`src/rtl/trap_ctrl.sv`:
```
// Machine-mode trap/interrupt sequencer: detects an interrupt, exception or mret at
// commit, drains the pipeline, then issues a single-cycle CSR update and a fetch redirect.
module trap_ctrl #(
    parameter int unsigned MXLEN         = 64,
    parameter int unsigned DRAIN_TIMEOUT = 255
) (
    input  logic             clk,
    input  logic             resetn,
    input  logic             commit_valid_i,
    input  logic [MXLEN-1:0] commit_pc_i,
    input  logic             commit_exc_i,
    input  logic [MXLEN-2:0] commit_cause_i,
    input  logic [MXLEN-1:0] commit_tval_i,
    input  logic             commit_mret_i,
    input  logic [1:0]       priv_i,
    input  logic             mstatus_mie_i,
    input  logic [MXLEN-1:0] mie_i,
    input  logic [MXLEN-1:0] mip_i,
    input  logic [MXLEN-1:0] mtvec_i,
    input  logic [MXLEN-1:0] mepc_i,
    input  logic             pipe_empty_i,
    output logic             retire_o,
    output logic             stall_commit_o,
    output logic             flush_o,
    output logic             trap_we_o,
    output logic [MXLEN-1:0] trap_mcause_o,
    output logic [MXLEN-1:0] trap_mepc_o,
    output logic [MXLEN-1:0] trap_mtval_o,
    output logic             trap_mret_o,
    output logic             redirect_valid_o,
    output logic [MXLEN-1:0] redirect_pc_o,
    output logic             hang_o
);

    localparam int unsigned CNT_W        = $clog2(DRAIN_TIMEOUT + 1);
    localparam logic [1:0]  MACHINE_MODE = 2'b11;
    // Machine external (11), software (3) and timer (7) interrupt bits.
    localparam logic [MXLEN-1:0] IRQ_MASK = MXLEN'(12'h888);
    localparam logic [CNT_W-1:0] CNT_MAX  = CNT_W'(DRAIN_TIMEOUT);

    typedef enum logic [1:0] {
        S_IDLE,
        S_DRAIN,
        S_UPDATE
    } state_e;

    typedef enum logic [1:0] {
        K_IRQ,
        K_EXC,
        K_MRET
    } kind_e;

    state_e           state_q;
    kind_e            kind_q, kind_d;
    logic [MXLEN-1:0] cause_q, cause_d;
    logic [MXLEN-1:0] epc_q;
    logic [MXLEN-1:0] tval_q, tval_d;
    logic [MXLEN-1:0] target_q, target_d;
    logic [CNT_W-1:0] cnt_q, cnt_d;
    logic             stall_q, flush_q, trap_we_q, trap_mret_q, redir_q, hang_q;

    logic [MXLEN-1:0] pend;
    logic             irq_elig;
    logic [3:0]       irq_code;
    logic [MXLEN-1:0] vec_base;
    logic             event_c;

    // Interrupt eligibility, fixed priority encode and trap target selection.
    always_comb begin
        pend     = mie_i & mip_i & IRQ_MASK;
        irq_elig = ((priv_i != MACHINE_MODE) | mstatus_mie_i) & (|pend);
        if (pend[11])     irq_code = 4'd11;
        else if (pend[3]) irq_code = 4'd3;
        else              irq_code = 4'd7;

        vec_base = mtvec_i & ~MXLEN'(3);
        event_c  = (state_q == S_IDLE) & commit_valid_i
                   & (irq_elig | commit_exc_i | commit_mret_i);
        retire_o = (state_q == S_IDLE) & commit_valid_i & ~event_c;

        kind_d   = K_MRET;
        cause_d  = '0;
        tval_d   = '0;
        target_d = mepc_i;
        if (irq_elig) begin
            kind_d   = K_IRQ;
            cause_d  = {1'b1, (MXLEN-1)'(irq_code)};
            target_d = (mtvec_i[1:0] == 2'b01) ? vec_base + MXLEN'({irq_code, 2'b00})
                                               : vec_base;
        end else if (commit_exc_i) begin
            kind_d   = K_EXC;
            cause_d  = {1'b0, commit_cause_i};
            tval_d   = commit_tval_i;
            target_d = vec_base;
        end

        cnt_d = (cnt_q == CNT_MAX) ? cnt_q : cnt_q + CNT_W'(1);
    end

    // Sequencer: capture on event, drain until empty, one-cycle CSR update + redirect.
    always_ff @(posedge clk or negedge resetn) begin
        if (!resetn) begin
            state_q     <= S_IDLE;
            kind_q      <= K_IRQ;
            cause_q     <= '0;
            epc_q       <= '0;
            tval_q      <= '0;
            target_q    <= '0;
            cnt_q       <= '0;
            stall_q     <= 1'b0;
            flush_q     <= 1'b0;
            trap_we_q   <= 1'b0;
            trap_mret_q <= 1'b0;
            redir_q     <= 1'b0;
            hang_q      <= 1'b0;
        end else begin
            case (state_q)
                S_IDLE: begin
                    if (event_c) begin
                        state_q  <= S_DRAIN;
                        kind_q   <= kind_d;
                        cause_q  <= cause_d;
                        epc_q    <= commit_pc_i;
                        tval_q   <= tval_d;
                        target_q <= target_d;
                        cnt_q    <= '0;
                        stall_q  <= 1'b1;
                        flush_q  <= 1'b1;
                    end
                end
                S_DRAIN: begin
                    cnt_q <= cnt_d;
                    if (cnt_d == CNT_MAX) hang_q <= 1'b1;
                    if (pipe_empty_i) begin
                        state_q     <= S_UPDATE;
                        flush_q     <= 1'b0;
                        trap_we_q   <= (kind_q != K_MRET);
                        trap_mret_q <= (kind_q == K_MRET);
                        redir_q     <= 1'b1;
                    end
                end
                S_UPDATE: begin
                    state_q     <= S_IDLE;
                    cnt_q       <= '0;
                    stall_q     <= 1'b0;
                    trap_we_q   <= 1'b0;
                    trap_mret_q <= 1'b0;
                    redir_q     <= 1'b0;
                end
                default: begin
                    state_q <= S_IDLE;
                end
            endcase
        end
    end

    assign stall_commit_o   = stall_q;
    assign flush_o          = flush_q;
    assign trap_we_o        = trap_we_q;
    assign trap_mret_o      = trap_mret_q;
    assign redirect_valid_o = redir_q;
    assign redirect_pc_o    = target_q;
    assign trap_mcause_o    = cause_q;
    assign trap_mepc_o      = epc_q;
    assign trap_mtval_o     = tval_q;
    assign hang_o           = hang_q;

endmodule

```
`config.mk`:
```
export PLATFORM = sky130hd
export DESIGN_NAME = trap_ctrl
export DESIGN_NICKNAME = d
export VERILOG_FILES = /design/src/rtl/trap_ctrl.sv
export SDC_FILE = /design/constraint.sdc
export NUM_CORES = 1
export LEC_CHECK = 0
export BUFFER_PORTS_ARGS = -buffer_cell sky130_fd_sc_hd__buf_2
export CAP_MARGIN = 40
export CORE_AREA = 2 2 279 281
export CTS_CLUSTER_DIAMETER = 30
export DETAILED_ROUTE_END_ITERATION = 6
export DIE_AREA = 0 0 281 283
export GPL_ROUTABILITY_DRIVEN = 0
export PLACE_DENSITY = 0.43
export SKIP_CTS_REPAIR_TIMING = 1
export SYNTH_ARGS = -nofsm -noshare
export SYNTH_HDL_FRONTEND = slang
export SYNTH_SLANG_ARGS = --single-unit
```
`constraint.sdc`:
```
create_clock -name clk -period 3.7 [get_ports clk]
set_input_delay 0.74 -clock clk [delete_from_list [all_inputs] [get_ports clk]]
set_output_delay 0.74 -clock clk [all_outputs]
set_load 0.05 [all_outputs]
```
# Yosys cells after proc, flatten, opt, wreduce, memory -nomap -nowiden
# Index checks and enable logic that the tools add are counted.
# classes
n_bitwise	9
n_addsub	2
eq_ne	10
mux	27
n_reduce_logical	13
# op_table
cell	n
$mux 64	6
$add 64x6->64	1
$mux 63	1
$pmux 8 s3	1
$eq 8x8->1 const B	2
$mux 8	2
$and 12x12->12	1
$reduce_and 2->1	6
$pmux 1 s2	5
$add 8x1->8 const B	1
$mux 2	4
$ne 2x2->1 const B	4
$reduce_bool 2->1	3
$mux 1	5
$and 1x1->1	4
$eq 2x1->1 const B	2
$eq 2x2->1 const B	2
$mux 4	1
$pmux 2 s2	1
$mux 3	1
$or 1x1->1	3
$reduce_and 3->1	1
$reduce_bool 3->1	1
$reduce_or 3->1	1
other kinds (2)	2
# totals
ff_bits	274

# Depth between registers and ports, before layout
# Gate-level depths: netlist (run 1).
# logic_depth
depth_word	8
mapped_depth	10
depth_no_buf	9

# Least setup slack after synthesis (run 1)
# No wires, ideal clock.
# synth_path
path_kind	input -> output
from	in mie_i[7]
to	out retire_o
t_required_ns	2.960
cell_stages	5
path_slack_ns	0.157
n_path_buf	2
arrival_time_ns	2.803
cell_sequence	a222oi_1 -> o21ai_1 -> clkbuf_1 -> clkbuf_1 -> nor3_1
# synth_via
elab_chain_cells	8
# synth_rtl
item	line	rtl
start: declaration	17	input logic [MXLEN-1:0] mie_i,
$and 12x12->12	70	pend = mie_i & mip_i & IRQ_MASK;
$reduce_or 3->1	71	irq_elig = ((priv_i != MACHINE_MODE) | mstatus_mie_i) & (|pend);
$and 1x1->1	71	
$or 1x1->1 (2 in series)	78	& (irq_elig | commit_exc_i | commit_mret_i);
$and 1x1->1	78	
$not 1->1	79	retire_o = (state_q == S_IDLE) & commit_valid_i & ~event_c;
$and 1x1->1	79	
end: declaration	22	output logic retire_o,
# Every way passes these cells.

# Worst setup path in the final report (run 1)
# layout_path
from	reg state_q[1]
to	out retire_o
# layout_via
elab_chain_cells	5
# layout_rtl
item	line	rtl
start: declaration	53	state_e state_q;
start signal: assignment	103	state_q <= S_IDLE;
start signal: assignment	120	state_q <= S_DRAIN;
start signal: assignment	135	state_q <= S_UPDATE;
$logic_not 2->1 *	77, 79	
$and 1x1->1 *	77, 79	
$and 1x1->1	78	
$not 1->1	79	
$and 1x1->1 *	79	
# Every way passes the cells marked *; elsewhere a longest branch is shown, timed or not.

==> results of run 1 <==
-- path summary, 6_finish.rpt --
kind	from	end	depth (start not counted)	slack (ns)
setup / recovery	state_q[1]	retire_o	3	0.50
hold / removal	resetn	trap_mcause_o[22]	1	0.11
setup reg to reg	state_q[1]	trap_mepc_o[34]	7	0.97
hold reg to reg	trap_mepc_o[29]	trap_mepc_o[29]	2	0.47
max in group asynchronous	resetn	trap_mepc_o[61]	2	2.68
min in group clk	commit_pc_i[10]	trap_mepc_o[10]	3	0.33
-- power by group through the flow --
stage / combinational [mW] / sequential, mW / clock, mW
CTS: 6.80 / 4.55 / 7.30
floorplan: 1.35 / 7.85 / 0
finish: 6.73 / 4.55 / 7.13
detailed placement: 6.79 / 4.58 / 0
global placement: 6.77 / 4.57 / 0
global route: 7.09 / 4.68 / 7.47
-- kinds of logic after synthesis --
group | count (synthesis) | share of synthesized area, %
and+or+nand+nor | 479 | 17.9
AOI/OAI and AO/OA | 329 | 18.9
DFF | 274 | 54.5
buffers and inverters | 99 | 3.24
xor gates and xnor gates | 36 | 2.51
muxes | 31 | 2.49
adders and majority gates | 4 | 0.398
-- final cells by class --
class	count	area share, %
clock inverter	37	2.79
inverter	10	0.190
multi-input combinational	879	27.0
timing repair buffer	639	17.4
clock buffer	110	11.3
antenna	6	0.0758
tap	1040	6.57
sequential	274	34.6
-- synthesized netlist by cell type (3+ instances only) --
library cell / n
dfrtp_1: 274
nand2_1: 257
a22o_1: 128
clkbuf_1: 67
a21oi_1: 53
nor3_1: 43
o21ai_0: 43
nand3_1: 38
nor2_1: 38
o21ai_1: 30
mux2i_1: 29
nand4_1: 27
and3_1: 22
xnor2_1: 19
xor2_1: 17
o221ai_1: 11
a222oi_1: 10
inv_1: 10
o211ai_1: 10
buf_1: 9
a31oi_1: 8
buf_4: 8
nor4_1: 8
and2_1: 6
and4_1: 6
nor2b_1: 6
a22oi_1: 5
buf_2: 5
a311oi_1: 4
ha_1: 4
o31ai_1: 4
or3_1: 4
or4_1: 4
nand2b_1: 3
nor4_2: 3
-- metal layers --
layer	up-vias	GRT usage (%)	share of wire [%]
li1	5880	-	-
met1	6298	16.8	41
met2	553	23.2	46
met3	121	5.29	9.5
met4	10	6.04	3.2
met5	-	0	0.096
-- registers in the layout (all words and copies together) (netlist names) --
| signal | count |
|---|---|
| redirect_pc_o | 64 |
| trap_mcause_o | 64 |
| trap_mret_o | 1 |
| trap_mtval_o | 64 |
| redirect_valid_o | 1 |
| trap_mepc_o | 64 |
| kind_q | 2 |
| flush_o | 1 |
| cnt_q | 8 |
| state_q | 2 |
| hang_o | 1 |
| trap_we_o | 1 |
| stall_commit_o | 1 |
-- metrics by stage --
step                      utilization, %  power, mW  std cells  area (µm²)
after floorplan                        -       9.21       1252       12600
after global placement              22.1       11.3       2840       17000
after CTS                           25.8       18.7       2989       19800
after detailed placement            22.2       11.4       2842       17000
final                               25.8       18.4       2995       19800
after global routing                25.8       19.2       2989       19800
==> impl_metrics.csv, run 1 <==
group,metric,value,unit
clock_network,cts_buffer_depth,3,
final_layout,final_common_cell,"buf_2",
logic_synthesis,synthArstFlopShare,100,%
timing,report.final.slew_viol_count,0,
final_layout,multi_input_area,5350,µm²
logic_synthesis,ys_ff_latch,274,
timing,rsz0062_at_grt,"no",
clock_network,cts_tree,"yes",
grt,grt_pass1_vias,13054,
power_and_ir_drop,irDropWorstVdd,0.422,mV
logic_synthesis,synth_top_area_share,54.5,%
job,cap_viol_max_count,0,
status,status,"finished clean",
timing,period_share,86.6,%
detailed_routing,drc_errors,0,
power_and_ir_drop,pwr-share-comb,36.5,%
clock_network,cts_buffers,80,
power_and_ir_drop,power_density,929,nW/µm²
worst_setup_path,crit_type,"reg2out",
grt,gr-total-overflow,0,
final_layout,syn2layout_area_growth,57.4,%
logic_synthesis,synth_ff_type,"dfrtp_1",
power_and_ir_drop,p_int,10.5,mW
final_layout,seqCellArea,6860,µm²
worst_setup_path,crit_arrival,2.46,ns
floorplanning,die_h,283,µm
power_and_ir_drop,power_frac_seq,24.7,%
power_and_ir_drop,p_leak,9.79,nW
logic_synthesis,postSynthCellCount,1252,
floorplanning,ios,719,
timing,hold_viol,0,
clock_network,clkTransAtPathRegs,0.04,ns
detailed_routing,first_pass_iters,7,
clock_network,cts_sinks,274,
final_layout,layout_common_cells,"595 x buf_2, 274 x dfrtp_1, 256 x nand2_1, 128 x a22o_1, 80 x clkbuf_16",
floorplanning,core,76700,µm²
timing,worst_slack,0.496,ns
detailed_routing,via_per_inst,4.29,
floorplanning,initial_utilization,16.4,%
detailed_routing,routedWlPerCell,19.8,µm
final_layout,nFillCells,8222,
power_and_ir_drop,power.switching,7.87,mW
worst_setup_path,crit_fanout,19,
grt,antenna_found_initial,11,
logic_synthesis,syn_area,12600,µm²
timing,relSlewSlack,54.0,%
detailed_routing,drt_iter0_drc,693,
power_and_ir_drop,p_sw_share,42.8,%
floorplanning,die_w,281,µm
final_layout,drive_above_1_share,40.6,%
worst_setup_path,critical-path-top-delay-family,"simple AND/OR/NAND/NOR gates",
worst_setup_path,max_stage_delay,0.66,ns
floorplanning,die_area,79500,µm²
logic_synthesis,synth-edff-count,0,
logic_synthesis,yosysWarnings,0,
clock_network,clk_latency,0.60,ns
placed_design,portBuffers,596,
clock_network,cts-root-buf,"clkbuf_16",
logic_synthesis,synth.area.top_cells,"dfrtp_1 54%, a22o_1 8.9%, nand2_1 7.7%",
logic_synthesis,synth_top_cell_by_area,"dfrtp_1",
final_layout,nNetsFinal,2344,
worst_setup_path,path_cells,"or3b_1 > nor3_1 > buf_2",
timing,fin_crit,3.20,ns
floorplanning,rows,102,
placed_design,place_ws,0.368,ns
timing,final.setup.tns,0,ns
detailed_routing,via_count,12862,
worst_setup_path,worstPathRequired,2.96,ns
grt,grt_pass1_wl,85200,µm
logic_synthesis,synthesis.nets,1712,
grt,track_usage,14.3,%
detailed_routing,ant_nets,0,
logic_synthesis,ys_types,62,
placed_design,hpwl,44400,µm
grt,grt_max_degree,90,
worst_setup_path,worst_setup_path_start_kind,"flop",
power_and_ir_drop,clockPowerShare,38.7,%
timing,finClkSkew,0.0118,ns
timing,fmax,0.312,GHz
worst_setup_path,critPathBufInv,1,
timing,tightest_slew,0.690,ns
worst_hold_path,hp-class,"in2async",
timing,setup_violations,0,
worst_setup_path,worst_setup_path_end_kind,"output pin",
detailed_routing,drt_wl_total,59200,µm
worst_setup_path,critPathSlowestCell,"or3b_1",
logic_synthesis,avgSynthCellArea,10.0,µm²
clock_network,ctsHtreeMaxLevel,3,
timing,hold_slack,0.114,ns
logic_synthesis,ys_seq_area_share,54.5,%
Note: power is estimated with default switching activity, not from simulation.
==> run 2: changes to the inputs <==
- CORE_AREA: 2 2 279 281 -> 2 2 282 284
- DIE_AREA: 0 0 281 283 -> 0 0 284 286
==> run 2 against run 1 <==
Maximum frequency grew 2.5%. Final cell count increased by 0.70%. Utilization shrank 0.31 points. Highest routed layer unchanged. Clock power is 5.2% higher. Global-route usage about the same. Critical path depth increased by 1. Clock-buffer cell count rose by 1. Clock skew grew 0.0074 ns. Sequential share of layout area is 0.33 points lower. Largest cell class unchanged. Combinational power about the same.
==> impl_metrics.csv, run 2 (synthesis results as in run 1) <==
group,metric,value,unit
final_layout,layout_common_cells,"595 x buf_2, 274 x dfrtp_1, 256 x nand2_1, 128 x a22o_1, 86 x clkbuf_16",
clock_network,clk_latency,0.61,ns
worst_setup_path,crit_type,"reg2out",
grt,track_usage,14.3,%
clock_network,cts_tree,"yes",
final_layout,drive_above_1_share,41.1,%
timing,report.final.slew_viol_count,0,
clock_network,cts_buffer_depth,3,
floorplanning,ios,719,
clock_network,ctsHtreeMaxLevel,3,
clock_network,cts_sinks,274,
clock_network,cts-root-buf,"clkbuf_16",
worst_hold_path,hp-class,"in2async",
floorplanning,die_area,81200,µm²
timing,setup_violations,0,
worst_setup_path,crit_arrival,2.39,ns
power_and_ir_drop,fin_total_pwr,18.8,mW
placed_design,hpwl,44900,µm
detailed_routing,drc_errors,0,
status,status,"finished clean",
clock_network,clkTransAtPathRegs,0.04,ns
worst_setup_path,worstPathRequired,2.96,ns
clock_network,cts_buffers,86,
detailed_routing,via_per_inst,4.28,
floorplanning,die_w,284,µm
timing,finClkSkew,0.0192,ns
power_and_ir_drop,irDropWorstVdd,0.344,mV
final_layout,final_common_cell,"buf_2",
worst_setup_path,worst_setup_path_end_kind,"output pin",
detailed_routing,routedWlPerCell,19.9,µm
floorplanning,initial_utilization,16.1,%
timing,period_share,84.5,%
floorplanning,core,78400,µm²
detailed_routing,drt_iter0_drc,756,
detailed_routing,drt_wl_total,60100,µm
grt,antenna_found_initial,25,
grt,grt_pass1_vias,13262,
detailed_routing,ant_nets,0,
timing,fin_crit,3.13,ns
power_and_ir_drop,p_leak,9.90,nW
timing,relSlewSlack,27.8,%
floorplanning,die_h,286,µm
detailed_routing,via_count,12905,
final_layout,nNetsFinal,2348,
worst_setup_path,crit_fanout,19,
timing,final.setup.tns,0,ns
worst_setup_path,worst_setup_path_start_kind,"flop",
timing,rsz0062_at_grt,"no",
placed_design,portBuffers,596,
timing,fmax,0.320,GHz
timing,hold_viol,0,
floorplanning,rows,103,
grt,grt_max_degree,138,
job,cap_viol_max_count,0,
final_layout,syn2layout_area_growth,58.9,%
power_and_ir_drop,power_density,940,nW/µm²
grt,grt_pass1_wl,87900,µm
detailed_routing,first_pass_iters,5,
timing,tightest_slew,1.08,ns
grt,gr-total-overflow,0,
==> run 2: cell types whose count changed in the layout (fill, tap and decap cells not counted), sizes merged <==
cell and delta:
buf -2, bufinv -1, clkbuf +1, clkinv +15, clkinvlp -3, diode +3, inv -2
==> run 2: power breakdown <==
group	internal [mW]	switching [mW]	leakage (nW)
combinational	1.52	5.22	4.94
sequential	3.98	0.574	3.49
clock	5.28	2.22	1.47
total	10.8	8.01	9.90
==> run 2: area by class of cell <==
type	instances	area, µm²
fillers	8508	58400
flip-flops and latches	274	6860
multi-input cells	879	5350
repair buffers	637	3410
clock buffers	111	2390
well taps	1050	1310
clock inverters	46	611
inverters	10	37.5
diodes	9	22.5
==> run 2: routing by layer <==
metal	global-route usage, %	wire [µm]	vias up
li1	-	-	5891
met1	16.9	24100	6278
met2	23.3	28400	582
met3	5.66	5850	134
met4	5.03	1720	20
met5	0	97	-
==> run 2: final timing paths <==
| check | depth (start not counted) | slack (ns) | endpoint | start |
|---|---|---|---|---|
| worst min-delay path | 1 | 0.16 | trap_mcause_o[16] | resetn |
| max in group asynchronous | 2 | 2.63 | trap_mepc_o[3] | resetn |
| worst min register to register | 2 | 0.46 | trap_mepc_o[13] | trap_mepc_o[13] |
| min in group clk | 3 | 0.32 | trap_mepc_o[43] | commit_pc_i[43] |
| worst max register to register | 7 | 1.01 | cnt_q[2] | state_q[1] |
| worst max-delay path | 4 | 0.57 | retire_o | state_q[1] |
==> run 2: per-stage QoR <==
step,utilization (%),area (µm²),hold WS [ns],worst slack [ns],instances
6_report,25.5,20000,0.160,0.574,3016
5_1_grt,25.5,20000,0.182,0.402,3014
4_1_cts,25.5,20000,0.164,0.450,3007
3_5_place_dp,21.7,17000,0.458,0.246,2850
3_3_place_gp,21.6,17000,0.454,0.0939,2849
2_1_floorplan,-,12600,0.438,0.157,1252
==> run 2: critical path: stages (launching register included) <==
cell     delay [ns]
dfrtp_1        0.35
buf_4          0.20
or3b_1         0.61
nor3_1         0.26
buf_2          0.36
